### src/rtl/sync_axis_fifo_ram.sv
// Single-clock simple dual-port RAM with a registered, enabled read port.
// The read register doubles as the FIFO output data register.
module sync_axis_fifo_ram #(
  parameter int WIDTH = 64,
  parameter int DEPTH = 8,
  parameter int ADDR_WIDTH = $clog2(DEPTH)
) (
  input  logic                  clk,
  input  logic                  wr_en,
  input  logic [ADDR_WIDTH-1:0] wr_addr,
  input  logic [WIDTH-1:0]      wr_data,
  input  logic                  rd_en,
  input  logic [ADDR_WIDTH-1:0] rd_addr,
  output logic [WIDTH-1:0]      rd_data
);

  logic [WIDTH-1:0] mem [DEPTH];

  // No reset on storage or read data so the array maps onto block RAM.
  always_ff @(posedge clk) begin
    if (wr_en) begin
      mem[wr_addr] <= wr_data;
    end
    if (rd_en) begin
      rd_data <= mem[rd_addr];
    end
  end

endmodule

### src/rtl/sync_axis_fifo.sv
// Synchronous AXI-Stream FIFO: RAM-backed storage plus one output register,
// giving FIFO_DEPTH+1 words of capacity and registered status flags.
module sync_axis_fifo #(
  parameter int FIFO_WIDTH             = 64,
  parameter int FIFO_DEPTH             = 8,
  parameter int ALMOST_FULL_THRESHOLD  = FIFO_DEPTH - 2,
  parameter int ALMOST_EMPTY_THRESHOLD = 2
) (
  input  logic                          clk,
  input  logic                          reset,
  input  logic                          s_axis_tvalid,
  output logic                          s_axis_tready,
  input  logic [FIFO_WIDTH-1:0]         s_axis_tdata,
  output logic                          m_axis_tvalid,
  input  logic                          m_axis_tready,
  output logic [FIFO_WIDTH-1:0]         m_axis_tdata,
  output logic [$clog2(FIFO_DEPTH):0]   level,
  output logic                          full,
  output logic                          almost_full,
  output logic                          empty,
  output logic                          almost_empty
);

  localparam int ADDRESS_WIDTH = $clog2(FIFO_DEPTH);
  localparam int PTR_WIDTH     = ADDRESS_WIDTH + 1;

  localparam logic [PTR_WIDTH-1:0] ONE        = PTR_WIDTH'(1);
  localparam logic [PTR_WIDTH-1:0] FULL_LEVEL = PTR_WIDTH'(FIFO_DEPTH);
  localparam logic [PTR_WIDTH-1:0] AF_LEVEL   = PTR_WIDTH'(ALMOST_FULL_THRESHOLD);
  localparam logic [PTR_WIDTH-1:0] AE_LEVEL   = PTR_WIDTH'(ALMOST_EMPTY_THRESHOLD);

  // Handshake: a transfer happens on a rising edge exactly when valid and
  // ready are both 1; valid never waits on ready, and data/valid hold while
  // valid=1 and ready=0.

  logic [PTR_WIDTH-1:0] wr_ptr, rd_ptr;
  logic [PTR_WIDTH-1:0] wr_ptr_next, rd_ptr_next, level_next;
  logic                 wr, rd;

  assign s_axis_tready = !full && !reset;
  assign wr = s_axis_tvalid && s_axis_tready;
  // The output register loads from memory whenever it is free or being drained.
  assign rd = !empty && (!m_axis_tvalid || m_axis_tready);

  always_comb begin
    wr_ptr_next = wr_ptr;
    rd_ptr_next = rd_ptr;
    if (wr) begin
      wr_ptr_next = wr_ptr + ONE;
    end
    if (rd) begin
      rd_ptr_next = rd_ptr + ONE;
    end
    // The wrap bit makes the pointer difference the exact memory occupancy.
    level_next = wr_ptr_next - rd_ptr_next;
  end

  always_ff @(posedge clk or posedge reset) begin
    if (reset) begin
      wr_ptr        <= '0;
      rd_ptr        <= '0;
      level         <= '0;
      m_axis_tvalid <= 1'b0;
      full          <= 1'b0;
      almost_full   <= 1'b0;
      empty         <= 1'b1;
      almost_empty  <= 1'b1;
    end else begin
      wr_ptr       <= wr_ptr_next;
      rd_ptr       <= rd_ptr_next;
      level        <= level_next;
      full         <= (level_next == FULL_LEVEL);
      almost_full  <= (level_next >= AF_LEVEL);
      empty        <= (level_next == '0);
      almost_empty <= (level_next <= AE_LEVEL);
      if (rd) begin
        m_axis_tvalid <= 1'b1;
      end else if (m_axis_tready) begin
        m_axis_tvalid <= 1'b0;
      end
    end
  end

  sync_axis_fifo_ram #(
    .WIDTH      (FIFO_WIDTH),
    .DEPTH      (FIFO_DEPTH),
    .ADDR_WIDTH (ADDRESS_WIDTH)
  ) u_ram (
    .clk     (clk),
    .wr_en   (wr),
    .wr_addr (wr_ptr[ADDRESS_WIDTH-1:0]),
    .wr_data (s_axis_tdata),
    .rd_en   (rd),
    .rd_addr (rd_ptr[ADDRESS_WIDTH-1:0]),
    .rd_data (m_axis_tdata)
  );

endmodule

### config.mk
export PLATFORM = sky130hd
export DESIGN_NAME = sync_axis_fifo
export DESIGN_NICKNAME = d
export VERILOG_FILES = /design/src/rtl/sync_axis_fifo_ram.sv /design/src/rtl/sync_axis_fifo.sv
export SDC_FILE = /design/constraint.sdc
export NUM_CORES = 1
export LEC_CHECK = 0
export ABC_CLOCK_PERIOD_IN_PS = 5850
export CORE_MARGIN = 5
export CORE_UTILIZATION = 43
export CTS_CLUSTER_DIAMETER = 30
export DETAILED_ROUTE_END_ITERATION = 16
export HOLD_SLACK_MARGIN = 0.06
export PLACE_DENSITY = 0.74
export SYNTH_ARGS = -nofsm -noshare
export SYNTH_HDL_FRONTEND = slang
export SYNTH_SLANG_ARGS = --single-unit
### constraint.sdc
create_clock -name clk -period 5.85 [get_ports clk]
set_input_delay 0.8775 -clock clk [delete_from_list [all_inputs] [get_ports clk]]
set_output_delay 0.8775 -clock clk [all_outputs]
set_load 0.005 [all_outputs]
# Yosys cells after proc, flatten, opt, wreduce, memory -nomap -nowiden
# Memories as Yosys holds them, arrays and structs flattened. A register that Yosys moved wholly into a read port is not among the register bits.
# Cells that the tools add are included.
# Widths: inputs -> output; s select.
# word_totals
regBits	17
ramBits	512
memories	1
inputBits	68
word_cells	31
output_inout_bits	74
# op_classes
magnitude_cmp	2
mux	6
n_eq_ne	1
reduce_logical	10
n_addsub	3
# mem_list
memory	words	word_bits	read_ports	rd_ports_with_merged_regs	write_ports	line	text
u_ram.mem	8	64	1	1	1	sync_axis_fifo_ram.sv:17	logic [WIDTH-1:0] mem [DEPTH];
# ops
operator	n
$add 4x1->4 const B	2
$mux 4	2
$eq 4x4->1 const B	1
$ge 4x3->1 const B	1
$le 4x2->1 const B	1
$logic_not 1->1	4
$logic_not 4->1	1
$mux 1	4
$sub 4x4->4	1
$logic_and 1x1->1	3
$reduce_bool 2->1	1
$logic_or 1x1->1	1

# Depth between registers and ports, before layout
# Gate-level depths: netlist of run 1.
# depth
word_depth	6
ltp_mapped	9
mapped_depth_nobuf	9

# Hierarchy
# A second synthesis of run 1 with hierarchy kept.
# unflattened
hier_cells	885
hier_area_um2	22011.1
# by_module_without_submodules
mod	cells_per_inst	area_each_um2	instances	seq_area_each_um2
sync_axis_fifo_ram	816	21187.8	1	17296.6
sync_axis_fifo	69	823.3	1	427.9

# Worst setup path after synthesis of run 1
# Ideal clock, no wire load.
# synth_timing
path_type	input-to-reg
start	input port reset
end	memory u_ram.mem[0][0], enable pin
stages	3
slack_ns	-0.347
arrival_time_ns	5.632
path_buffers	0
t_required_ns	5.285
setup_ns	0.565
path_cell_list	nor3b_4 -> nand2b_1 -> nor3_1
# synth_via
elab_chain_cells	5
# synth_rtl
item	line	text
start: declaration	sync_axis_fifo.sv:10	input logic reset,
$logic_not 1->1 (no line)	--	
$logic_and 1x1->1	sync_axis_fifo.sv:40	assign s_axis_tready = !full && !reset;
$logic_and 1x1->1	sync_axis_fifo.sv:41	assign wr = s_axis_tvalid && s_axis_tready;
$mux 1	sync_axis_fifo_ram.sv:21	if (wr_en) begin
$mux 1 (not written as such)	sync_axis_fifo_ram.sv:22	mem[wr_addr] <= wr_data;
end: declaration	sync_axis_fifo_ram.sv:17	
# Every way passes these cells.

# Worst setup path after layout of run 1
# layout_timing
start	input port m_axis_tready
end	register almost_full
# layout_via
elab_chain_cells	5
# layout_rtl
item	line	text
start: declaration	sync_axis_fifo.sv:15	input logic m_axis_tready,
$logic_or 1x1->1	sync_axis_fifo.sv:43	assign rd = !empty && (!m_axis_tvalid || m_axis_tready);
$logic_and 1x1->1	sync_axis_fifo.sv:43	
net rd	sync_axis_fifo.sv:38	logic wr, rd;
$mux 4	sync_axis_fifo.sv:51	if (rd) begin
$sub 4x4->4	sync_axis_fifo.sv:55	level_next = wr_ptr_next - rd_ptr_next;
$ge 4x3->1	sync_axis_fifo.sv:73	almost_full <= (level_next >= AF_LEVEL);
end signal: assignment	sync_axis_fifo.sv:73	
end: declaration	sync_axis_fifo.sv:19	output logic almost_full,
# The timed path passes the listed nets, and every way through them passes these cells.
# A chain may end at the register's enable or synchronous reset.

==> results of run 1 <==
-- layout make-up --
class                   count  area share, %
clock inverters            73          3.050
multi-input cells         252          15.08
flip-flops and latches    593          64.14
diodes                      3        0.02715
well taps                 672          3.041
clock buffers             107          8.991
repair buffers            157          5.584
inverters                   6        0.08145
-- logic make-up (layout without fill, tap and decap cells) --
kind of cell,after synthesis,count (layout),share of synthesized area (%)
xor+xnor,6,6,0.2731
other cells,0,3,0
mux,193,193,16.45
compound gates,15,15,0.7054
buf+inv,42,343,0.7907
simple gates,33,33,0.9046
fa+ha+maj,5,5,0.2844
flops,593,593,80.59
-- through the flow --
step	area (um^2)	power (mW)	util [%]	std cells	setup slack [ps]
2_1_floorplan	22000	7.749	-	887	243.6
3_3_place_gp	24310	8.900	48.26	1680	2141
3_5_place_dp	24310	8.943	48.26	1680	2097
4_1_cts	27640	14.66	54.87	1860	2763
5_1_grt	27650	15.09	54.88	1861	2546
6_report	27650	14.46	54.89	1863	2796
-- layout by cell type (no fill, tap or decap), drive strengths merged, types with 4 or more instances in the layout --
master           n
inv             18
edfxtp         576
mux2            65
clkinv          43
bufinv          12
clkdlybuf4s50  141
mux4           128
xnor2            4
clkinvlp         6
buf             16
clkbuf         107
ha               5
nand2            7
dfrtp           15
nand2b           5
nor2             9
-- flip-flops by register name, indices dropped and copies added (netlist names), named ones only --
| signal | flops |
|---|---|
| u_ram.mem | 512 |
| level | 4 |
| empty | 1 |
| rd_ptr | 3 |
| wr_ptr | 4 |
| almost_empty | 1 |
| m_axis_tvalid | 1 |
| almost_full | 1 |
| u_ram.rd_data | 64 |
| full | 1 |
-- routing by layer --
metal | global-route usage, % | vias to the layer above | wire (um)
met5 | 0 | - | 69
met4 | 4.845 | 10 | 704
met3 | 4.380 | 58 | 2462
met2 | 25.51 | 269 | 21850
met1 | 20.18 | 5206 | 17870
li1 | - | 4261 | -
-- power by group --
part / switching [mW] / total [mW] / internal (mW)
sequential: 0.413 / 5.76 / 5.35
clock: 2.00 / 5.64 / 3.64
combinational: 1.31 / 3.05 / 1.75
-- synth_stat cells (all sizes together), types with 2 or more instances --
cell	number
nand3	2
nand2b	5
edfxtp	576
dfrtp	15
mux2	65
xnor2	4
buf	15
dfstp	2
inv	6
a211oi	3
nor3	3
clkbuf	21
mux4	128
nand2	7
ha	5
xor2	2
o211a	2
nor2	9
-- path summary, 6_finish.rpt --
path,from,end,slack [ps]
max in group asynchronous,reset,rd_ptr[1]$_DFF_PP0_,4520
worst min register to register,empty$_DFF_PP1_,m_axis_tvalid$_DFFE_PP0P_,510
min in group asynchronous,reset,wr_ptr[3]$_DFF_PP0_,830
worst min-delay path,empty$_DFF_PP1_,m_axis_tvalid$_DFFE_PP0P_,510
worst max-delay path,m_axis_tready,almost_full$_DFF_PP0_,2800
worst max register to register,rd_ptr[0]$_DFF_PP0_,u_ram.rd_data[16]$_DFFE_PN_,2990
==> reports/metrics.yaml, run 1 <==
run_status: "completed"
worst_path_max_delay_cell: "clkdlybuf4s50_1"
fmax_ghz: 0.3275
slowest_delay_ps: 470
required_ps: 6340
cts.htree.levels: 3
start_util_pct: 43.66
hold_depth: 1
synth_nets: 960
async_reset_ff_share_pct: 2.867
port_buffers: 141
cp_num_buf_inv: 2
hp-class: "flop to flop"
critPathArrivalTime_ps: 3550
routed_wl_um: 42950
tightest_slew_ps: 1134
ant_nets: 0
slew-limit-headroom_pct: 24.37
rr_worst_depth: 3
clock-sinks: 593
synth_ff_type: "edfxtp_1"
cts_buffers: 97
startpoint_type: "input pin"
finClkSkew_ps: 21.07
setup_viol: 0
cts_tree: "done"
tns_ps: 0
synth_cell_types: 41
syn_to_final_growth_pct: 25.72
whs_ps: 506.5
synth_edf_count: 576
vias_per_cell: 5.262
io-pin-count: 142
crit_fanout: 17
hpwl_um: 22730
drv_slew: 0
grt_max_degree: 99
seq_area_frac_synth_pct: 80.59
cpLargestDelayFamily: "compound AO/OA/AOI/OAI gates"
grt_usage_pct: 15.46
synth_top_area_share_pct: 78.64
drc: 0
grt_pass1_vias: 10690
rsz0062_at_grt: "false"
clk_latency_ps: 630
yosysWarnings: 0
multiInputGateArea_um2: 4170
period_needed_ps: 3054
path_class: "input pin to flop"
cp.depth: 10
syn_area_per_cell_um2: 24.80
gp_congestion: 0.7740
cts_resized: 0
cts_setup_buffers: 0
wire_per_inst_um: 23.06
layout.nets: 1180
fp.dieArea_um2: 55770
leakage_nw: 8.969
synth_area_um2: 21990
fill_cells: 3632
hold_viol: 0
pwr_density_cell_nw_per_um2: 522.9
cts_max_path_buffers: 3
final_layout_size_suffix_gt1_share_pct: 33.08
vias: 9804
num_rows: 82
synth_area_leader_cell: "edfxtp_1"
synth.area.top_cells: "edfxtp_1 (79%), mux4_2 (13%), mux2_2 (3.3%)"
max_cap_viol_count: 0
grt_first_pass_wirelength_um: 66020
hold_buffers: 0
antenna_found_initial: 8
gr-total-overflow: 0
ff_latch_area_um2: 17740
fin_crit_sh_pct: 52.20
dieWidth_um: 236.2
fp.dieH_um: 236.2
ir_worst_vdd_mv: 0.4437
cts-root-buf: "clkbuf_16"
crit_path_cell_trace: "clkdlybuf4s50_1, nor2b_1, nor2_4, nand2_1, xnor2_1, inv_1, ha_1, a41oi_1, a211o_1, a22o_1"
netlist_instances: 887
clkTransAtPathRegs_ps: 50
synth-seq-cells: 593
first_pass_iters: 6
core_area_um2: 50380
drt_iter0_markers: 751
critPathCaptureType: "flop"
Note: power is estimated with default switching activity, not from simulation.
==> inputs of run 2 (changes only) <==
--- a/config.mk
+++ b/config.mk
@@ -5,13 +5,13 @@
 export SDC_FILE = /design/constraint.sdc
 export NUM_CORES = 1
 export LEC_CHECK = 0
-export ABC_CLOCK_PERIOD_IN_PS = 5850
+export ABC_CLOCK_PERIOD_IN_PS = 2880
 export CORE_MARGIN = 5
 export CORE_UTILIZATION = 43
 export CTS_CLUSTER_DIAMETER = 30
 export DETAILED_ROUTE_END_ITERATION = 16
 export HOLD_SLACK_MARGIN = 0.06
-export PLACE_DENSITY = 0.74
+export PLACE_DENSITY = 0.72
 export SYNTH_ARGS = -nofsm -noshare
 export SYNTH_HDL_FRONTEND = slang
 export SYNTH_SLANG_ARGS = --single-unit
==> constraint.sdc (replaced) <==
create_clock -name clk -period 2.88 [get_ports clk]
set_input_delay 0.432 -clock clk [delete_from_list [all_inputs] [get_ports clk]]
set_output_delay 0.432 -clock clk [all_outputs]
set_load 0.005 [all_outputs]
==> reports/metrics.yaml, run 2 (same netlist as run 1, synthesis figures left out) <==
clkTransAtPathRegs_ps: 50
required_ps: 3390
fill_cells: 3547
clock-sinks: 593
fp.dieArea_um2: 55770
final_common_cell: "edfxtp_1"
fin_crit_sh_pct: 81.30
port_buffers: 141
grt_max_degree: 89
whs_ps: 355.1
fmax_ghz: 0.4271
vias_per_cell: 5.295
multiInputGateArea_um2: 4225
max_cap_viol_count: 0
cts_resized: 0
ant_nets: 0
slew-limit-headroom_pct: 56.26
setup_viol: 0
final_util_pct: 56.56
wire_per_inst_um: 23.69
gr-total-overflow: 0
cts_buffers: 106
finClkSkew_ps: 25.26
cts_setup_buffers: 0
drv_slew: 0
cp_num_buf_inv: 0
crit_path_cell_trace: "ha_1, nand3_1, nand2_1, xnor2_1, ha_1, a31oi_1, xnor2_2, nor4_1"
final_cell_mix: "edfxtp_1 (576), clkdlybuf4s50_1 (141), mux4_2 (128), clkbuf_16 (112), mux2_2 (64)"
critPathArrivalTime_ps: 2850
crit_fanout: 6
first_pass_iters: 5
fp.dieH_um: 236.2
period_needed_ps: 2341
syn_to_final_growth_pct: 29.54
drt_iter0_markers: 828
worst_path_max_delay_cell: "dfrtp_4"
hold_buffers: 0
critPathCaptureType: "flop"
cts_tree: "done"
routed_wl_um: 44870
startpoint_type: "flop"
layout.nets: 1206
gp_congestion: 0.7235
ir_worst_vdd_mv: 0.7348
cts.htree.levels: 3
drc: 0
crit_path_frequent_cell: "ha_1"
run_status: "completed"
antenna_found_initial: 5
cpLargestDelayFamily: "simple AND/OR/NAND/NOR gates"
io-pin-count: 142
grt_usage_pct: 16.16
hp-class: "input pin to async pin"
final_layout_size_suffix_gt1_share_pct: 35.27
num_rows: 82
rsz0062_at_grt: "false"
ff_latch_area_um2: 17740
hpwl_um: 23670
cts-root-buf: "clkbuf_16"
pwr_density_cell_nw_per_um2: 1091
grt_pass1_vias: 10840
reg_top3: "u_ram.mem (512), u_ram.rd_data (64)"
start_util_pct: 43.66
largest_reg_flops: 512
core_area_um2: 50380
hold_viol: 0
slowest_delay_ps: 530
dieWidth_um: 236.2
vias: 10030
leakage_nw: 9.314
tightest_slew_ps: 656.1
cts_max_path_buffers: 3
grt_first_pass_wirelength_um: 68180
antennaDiodeCount: 0
regMostFlops: "u_ram.mem"
clk_latency_ps: 620
path_class: "flop to flop"
[run 2: area by class of cell]
class | count | area share, %
Sequential cell | 593 | 62.25
Multi-Input combinational cell | 252 | 14.83
Clock buffer | 121 | 10.03
Timing Repair Buffer | 174 | 6.701
Clock inverter | 76 | 3.162
Tap cell | 672 | 2.951
Inverter | 6 | 0.07905
[run 2: worst paths after layout]
| check | to | depth (start not counted) | from | slack, ps |
|---|---|---|---|---|
| max reg2reg | full$_DFF_PP0_ | 8 | rd_ptr[0]$_DFF_PP0_ | 540 |
| min reg2reg | m_axis_tvalid$_DFFE_PP0P_ | 1 | empty$_DFF_PP1_ | 520 |
| max in group asynchronous | async pin | 2 | reset | 2040 |
| min | rd_ptr[0]$_DFF_PP0_ | 2 | reset | 360 |
| max | full$_DFF_PP0_ | 8 | rd_ptr[0]$_DFF_PP0_ | 540 |
| min in group clk | m_axis_tvalid$_DFFE_PP0P_ | 1 | empty$_DFF_PP1_ | 520 |
[run 2: worst reg2reg max path: cells and delay by family, from the launching register on]
kind	cells	cell delay, ps
compound gates	1	230
simple gates	3	620
flops	1	530
xor+xnor	2	320
fa+ha+maj	2	540
[run 2: metrics by stage]
stage	instance area, um^2	setup WS (ps)	total power, mW	TNS, ps	cells
6_report	28490	538.6	31.08	0	1894
5_1_grt	28490	430.2	32.39	0	1894
4_1_cts	28490	563.6	31.50	0	1894
3_5_place_dp	24730	74.88	18.55	0	1697
3_3_place_gp	24730	109.0	18.42	0	1697
2_1_floorplan	22080	-1023	15.86	-328740	887
[run 2: where the power goes]
group	internal (mW)	leakage [nW]	switching, mW
Clock	8.57	1.81	4.21
Combinational	3.78	2.06	3.15
Sequential	10.9	5.44	0.491
[run 2: metal layers]
layer | vias up | GRT usage [%] | share of wire, %
li1 | 4322 | - | -
met1 | 5318 | 22.48 | 43
met2 | 295 | 25.51 | 49
met3 | 86 | 4.007 | 5.6
met4 | 8 | 5.230 | 2.0
met5 | - | 0 | 0.12
